===== src/rtl/accelerator_loader_if.sv =====
// Word stream from the host into accelerator_loader: valid/ready handshake
// with a 32-bit data word.
interface accelerator_loader_if;
    logic        s_valid;
    logic        s_ready;
    logic [31:0] s_data;

    modport master (output s_valid, output s_data, input  s_ready);
    modport slave  (input  s_valid, input  s_data, output s_ready);
endinterface


===== src/rtl/accelerator_loader.sv =====
// Streams header + (InexRecur, state) entry pairs into both accelerator
// register files, then raises is_start once the final write has landed.
module accelerator_loader #(
    parameter int ADDR_W      = 12,
    parameter int IR_W        = 32,
    parameter int ST_W        = 18,
    parameter int MAX_ENTRIES = 4096
) (
    input  logic                 clk,
    input  logic                 rst_n,
    accelerator_loader_if.slave  s_if,
    input  logic                 clear_i,
    output logic                 ran_we_InexRecur,
    output logic [ADDR_W-1:0]    ran_w_addr_InexRecur,
    output logic [IR_W-1:0]      ran_w_data_InexRecur,
    output logic                 ran_we_state_external,
    output logic [ADDR_W-1:0]    ran_w_addr_state_external,
    output logic [ST_W-1:0]      ran_w_data_state_external,
    output logic                 is_start,
    output logic                 busy_o,
    output logic                 err_o
);

    typedef enum logic [2:0] {
        S_IDLE, S_LOAD_IR, S_LOAD_ST, S_RUN, S_ERR
    } state_t;

    state_t             r_state;
    state_t             w_next;
    logic [12:0]        r_count;
    logic [ADDR_W-1:0]  r_idx;
    logic [IR_W-1:0]    r_hold;
    logic               r_we;
    logic [ADDR_W-1:0]  r_addr;
    logic [IR_W-1:0]    r_ir_data;
    logic [ST_W-1:0]    r_st_data;
    logic               r_is_start;
    logic               r_busy;
    logic               r_err;

    logic               w_hs;
    logic               w_take;
    logic               w_last;
    logic [12:0]        w_hdr_count;
    logic               w_hdr_bad;

    assign w_hs        = s_if.s_valid && s_if.s_ready;
    // A clear in a load state swallows the word offered in the same cycle.
    assign w_take      = w_hs && ((r_state == S_IDLE) || !clear_i);
    assign w_hdr_count = s_if.s_data[12:0];
    assign w_hdr_bad   = (w_hdr_count == 13'd0) ||
                         (32'(w_hdr_count) > 32'(MAX_ENTRIES));
    assign w_last      = (32'(r_idx) == (32'(r_count) - 32'd1));

    // NOTE: sequential state uses non-blocking assignments so every register
    // samples pre-edge values regardless of process ordering.
    always_ff @(posedge clk or negedge rst_n) begin
        if (!rst_n) r_state <= S_IDLE;
        else        r_state <= w_next;
    end

    // NOTE: w_next is defaulted before the case so no path infers a latch.
    always_comb begin
        w_next = r_state;
        case (r_state)
            S_IDLE:    if (w_take) w_next = w_hdr_bad ? S_ERR : S_LOAD_IR;
            S_LOAD_IR: if (clear_i) w_next = S_IDLE;
                       else if (w_take) w_next = S_LOAD_ST;
            S_LOAD_ST: if (clear_i) w_next = S_IDLE;
                       else if (w_take) w_next = w_last ? S_RUN : S_LOAD_IR;
            S_RUN:     if (clear_i) w_next = S_IDLE;
            S_ERR:     if (clear_i) w_next = S_IDLE;
            default:   w_next = S_IDLE;
        endcase
    end

    always_comb begin
        s_if.s_ready = (r_state == S_IDLE) || (r_state == S_LOAD_IR) ||
                       (r_state == S_LOAD_ST);
    end

    always_ff @(posedge clk or negedge rst_n) begin
        if (!rst_n) begin
            r_count   <= '0;
            r_idx     <= '0;
            r_hold    <= '0;
            r_we      <= 1'b0;
            r_addr    <= '0;
            r_ir_data <= '0;
            r_st_data <= '0;
        end else begin
            r_we <= 1'b0;
            if (w_take) begin
                case (r_state)
                    S_IDLE: begin
                        r_count <= w_hdr_count;
                        r_idx   <= '0;
                    end
                    S_LOAD_IR: r_hold <= s_if.s_data[IR_W-1:0];
                    S_LOAD_ST: begin
                        r_we      <= 1'b1;
                        r_addr    <= r_idx;
                        r_ir_data <= r_hold;
                        r_st_data <= s_if.s_data[ST_W-1:0];
                        if (!w_last) r_idx <= r_idx + 1'b1;
                    end
                    default: ;
                endcase
            end
        end
    end

    // is_start waits for a full cycle in RUN so it never overlaps the last write.
    always_ff @(posedge clk or negedge rst_n) begin
        if (!rst_n) begin
            r_is_start <= 1'b0;
            r_busy     <= 1'b0;
            r_err      <= 1'b0;
        end else begin
            r_is_start <= (r_state == S_RUN) && (w_next == S_RUN);
            r_busy     <= (w_next == S_LOAD_IR) || (w_next == S_LOAD_ST);
            r_err      <= (w_next == S_ERR);
        end
    end

    assign ran_we_InexRecur          = r_we;
    assign ran_w_addr_InexRecur      = r_addr;
    assign ran_w_data_InexRecur      = r_ir_data;
    assign ran_we_state_external     = r_we;
    assign ran_w_addr_state_external = r_addr;
    assign ran_w_data_state_external = r_st_data;
    assign is_start                  = r_is_start;
    assign busy_o                    = r_busy;
    assign err_o                     = r_err;

endmodule

===== src/flat_wrapper.sv =====
// flat-port wrapper written by rule: the top's interface ports become plain ports
module accelerator_loader_flat 
#(
    parameter int ADDR_W      = 12,
    parameter int IR_W        = 32,
    parameter int ST_W        = 18,
    parameter int MAX_ENTRIES = 4096
)
  (clk, rst_n, clear_i, ran_we_InexRecur, ran_w_addr_InexRecur, ran_w_data_InexRecur, ran_we_state_external, ran_w_addr_state_external, ran_w_data_state_external, is_start, busy_o, err_o, s_if_s_valid, s_if_s_data, s_if_s_ready);
  accelerator_loader_if s_if_i ();
  input  logic clk;
  input  logic rst_n;
  input  logic clear_i;
  output logic ran_we_InexRecur;
  output logic [ADDR_W-1:0] ran_w_addr_InexRecur;
  output logic [IR_W-1:0] ran_w_data_InexRecur;
  output logic ran_we_state_external;
  output logic [ADDR_W-1:0] ran_w_addr_state_external;
  output logic [ST_W-1:0] ran_w_data_state_external;
  output logic is_start;
  output logic busy_o;
  output logic err_o;
  input wire logic [$bits(s_if_i.s_valid)-1:0] s_if_s_valid;
  input wire logic [$bits(s_if_i.s_data)-1:0] s_if_s_data;
  output wire logic [$bits(s_if_i.s_ready)-1:0] s_if_s_ready;
  assign s_if_i.s_valid = s_if_s_valid;
  assign s_if_i.s_data = s_if_s_data;
  assign s_if_s_ready = s_if_i.s_ready;
  accelerator_loader #(.ADDR_W(ADDR_W), .IR_W(IR_W), .ST_W(ST_W), .MAX_ENTRIES(MAX_ENTRIES)) u_core (.clk(clk), .rst_n(rst_n), .s_if(s_if_i), .clear_i(clear_i), .ran_we_InexRecur(ran_we_InexRecur), .ran_w_addr_InexRecur(ran_w_addr_InexRecur), .ran_w_data_InexRecur(ran_w_data_InexRecur), .ran_we_state_external(ran_we_state_external), .ran_w_addr_state_external(ran_w_addr_state_external), .ran_w_data_state_external(ran_w_data_state_external), .is_start(is_start), .busy_o(busy_o), .err_o(err_o));
endmodule

===== config.mk =====
export PLATFORM = sky130hd
export DESIGN_NAME = accelerator_loader_flat
export DESIGN_NICKNAME = d
export VERILOG_FILES = /design/src/rtl/accelerator_loader_if.sv /design/src/rtl/accelerator_loader.sv /design/src/flat_wrapper.sv
export SDC_FILE = /design/constraint.sdc
export NUM_CORES = 1
export LEC_CHECK = 0
export ABC_AREA = 1
export CAP_MARGIN = 20
export CORE_MARGIN = 1
export CORE_UTILIZATION = 50
export DETAILED_ROUTE_END_ITERATION = 7
export GPL_ROUTABILITY_DRIVEN = 0
export PLACE_DENSITY = 0.78
export REMOVE_ABC_BUFFERS = 1
export SYNTH_ARGS = -nofsm -noshare
export SYNTH_HDL_FRONTEND = slang
export SYNTH_SLANG_ARGS = --single-unit

===== constraint.sdc =====
create_clock -name clk -period 2.3 [get_ports clk]
set_input_delay 0.23 -clock clk [delete_from_list [all_inputs] [get_ports clk]]
set_output_delay 0.23 -clock clk [all_outputs]
set_load 0.02 [all_outputs]

==> flow_metrics.tcl <==
set metrics [dict create \
    status "finished clean" \
    ys_warn_count 0 \
    startpoint "u_core.r_count[0]" \
    grtUsageTotal_pct 24.5 \
    power_w 0.0106 \
    power.density_mw_per_mm2 1400 \
    antenna_left 0 \
    via_per_inst 5.10 \
    die_h_um 109 \
    start_util_pct 52.4 \
    synth_edf_count 0 \
    grt_overflow 0 \
    dieArea_mm2 0.0120 \
    route.final.wire_length_mm 13.3 \
    ir_worst_vdd_uv 779 \
    leakage_nw 3.60 \
    period_needed_ns 2.12 \
    synth_seq_cells 126 \
    ff2ff_path_depth 15 \
    postCtsSetupBuffers 0 \
    rows 38 \
    pin_count 116 \
    timing.rr.end "u_core.r_idx[0]" \
    synth_most_common_cell "nand2_1" \
    cts.path.max_buffers 2 \
    die_w_um 109 \
    grt_pass1_vias 4564 \
    cp_max_fo 22 \
    nFillCells 822 \
    synth.distinct_cells 33 \
    core_mm2 0.0110 \
    clock_sinks 126 \
    tritoncts "built" \
    wl_per_cell_um 14.8 \
    grt_first_pass_wirelength_mm 22.3 \
    root_buffer "clkbuf_16" \
    grtUsageMet3_pct 5.75 \
    hp-class "input pin to asynchronous set/reset pin" \
    dp_hpwl_mm 8.83 \
    dp.cells 860 \
    critical_path_required_ns 2.59 \
    rsz0062_at_grt "no" \
    num_vias 4553 \
    finalSetupViolations 0 \
    drv_slew 0 \
    use_met1_pct 31.4 \
    syn-instance-count 633 \
    syn_to_final_growth_pct 31.6 \
    tightest_slew_ns 0.468 \
    critPathKind "register to register" \
    ys.flop_type "dfrtp_1" \
    antenna_found_initial 0 \
    n_antenna_cell 0 \
    yosysTopAreaCell "dfrtp_1" \
    yosysSeqAreaShare_pct 54.6 \
    htree_levels 4 \
    max_slew_margin_pct 68.5 \
    fin_nets 778 \
    use_met2_pct 41.6 \
    placed_area_mm2 0.00697 \
    final_hold_viol_count 0 \
    fmax_ghz 0.471 \
    setup.worst_path.end_class "register" \
    fin_tns_setup_ns 0 \
    final_core_util_pct 68.9 \
    synthTopCellsByArea "dfrtp_1, nand2_1, mux2_4" \
    worstSetupStartpointType "register" \
    fin_crit_sh_pct 92.3 \
    worstReg2RegStart "u_core.r_count[0]" \
    drc 0 \
    io_buffers 115 \
    first_pass_iters 5 \
    fin_area_mm2 0.00760 \
    first_iter_violations 356 \
    worstPathArrival_ns 2.42 \
    drv_cap 0 \
    syn_area_per_cell_um2 9.13 \
    clk_latency_ns 0.41 \
    grt_most_used_layer "met2" \
    drive_gt1_share_pct 13.0 \
    synth_area_mm2 0.00578 \
    grt_max_degree 69 \
    async_flop_share_pct 100 \
    clk_pin_slew_ns 0.06 \
    synthTopCellsByCount "nand2_1, dfrtp_1, inv_1" \
    instances_no_fill 893 \
    r2r_setup_slack_ns 0.18 \
    finalClockSkew_ns 0.00757 \
    numCtsBuffers 17 \
    yosysTopAreaCellShare_pct 54.6 \
]
[cell usage in the layout, fill, tap and decap left out, types with 11 or more instances in the layout]
cell type / count
clkbuf_16: 17
clkdlybuf4s50_1: 114
dfrtp_1: 125
inv_1: 43
mux2_4: 14
nand2_1: 208
nand2_2: 14
nand3_1: 17
nor2_1: 31
o21ai_0: 37
o21ai_1: 29
xnor2_1: 11
xor2_1: 14
[critical path: stages, from the launching register on]
cell and delay (ns):
dfrtp_1 0.39, inv_1 0.13, ha_2 0.26, nand2_2 0.11, nor2_4 0.17, nand2_1 0.07
nand2_1 0.07, nor2_1 0.04, nand3_1 0.11, nor2_4 0.04, nand2_2 0.07, nand2_2 0.09
nand2_8 0.19, clkinv_1 0.14, nand2_1 0.08, nand2_1 0.06
[layer usage]
layer  up-vias  wire length (um)
li1       2207                 -
met1      2193              5830
met2       141              6660
met3        12               619
met4         0               146
met5         -                 0
[state kept, by name (all words and copies together) (netlist names), 3 cells and up]
register and flops:
u_core.r_count 13, u_core.r_state 3, u_core.ran_w_addr_InexRecur 12, u_core.ran_w_data_state_external 18, u_core.r_idx 12, u_core.r_hold 32
u_core.ran_w_data_InexRecur 32
[metrics by stage]
step	worst slack, ns	hold slack [ns]
floorplan	-0.0153	-0.0656
global placement	0.205	0.205
detailed placement	0.0854	0.214
CTS	0.0165	0.330
global route	0.0270	0.373
finish	0.178	0.321
[cell families (layout without fill, tap and decap cells)]
kind of cell,count (synthesis),in the layout,synth area share [%]
simple gates,303,303,22.9
flops,126,126,54.6
buf+inv,86,206,7.28
compound gates,77,77,7.39
xor+xnor,25,25,3.79
mux,14,14,3.64
fa+ha+maj,2,2,0.433
[layout make-up]
| cell class | instances | area [um2] | area share, % |
|---|---|---|---|
| Sequential cell | 126 | 3150 | 41.5 |
| Tap cell | 140 | 175 | 2.30 |
| Timing Repair Buffer | 125 | 1260 | 16.6 |
| Inverter | 49 | 185 | 2.44 |
| Clock inverter | 14 | 183 | 2.40 |
| Clock buffer | 18 | 429 | 5.64 |
| Multi-Input combinational cell | 421 | 2210 | 29.1 |
[what timing repair did]
item,in CTS,in global routing
endpoints found under the setup margin,0,10
resized for setup,0,3
hold buffers,1,0
endpoints found under the hold margin,32,0
[report_power, final]
part	leakage [nW]	total, W	internal, W	switching [W]
clock	0.294	0.00276	0.00173	0.00103
sequential	1.66	0.00376	0.00311	0.000651
combinational	1.65	0.00410	0.00190	0.00220
total	3.60	0.0106	0.00674	0.00388
[worst max path at each step]
stage | to | slack (ns)
2_1_floorplan | u_core.ran_w_addr_InexRecur[6] | -0.02
3_3_place_gp | u_core.r_idx[0] | 0.21
3_5_place_dp | u_core.r_idx[1] | 0.09
4_1_cts | u_core.r_idx[0] | 0.02
5_1_grt | u_core.r_idx[11] | 0.03
6_report | u_core.r_idx[0] | 0.18
Power figures use the tool's default switching activity.
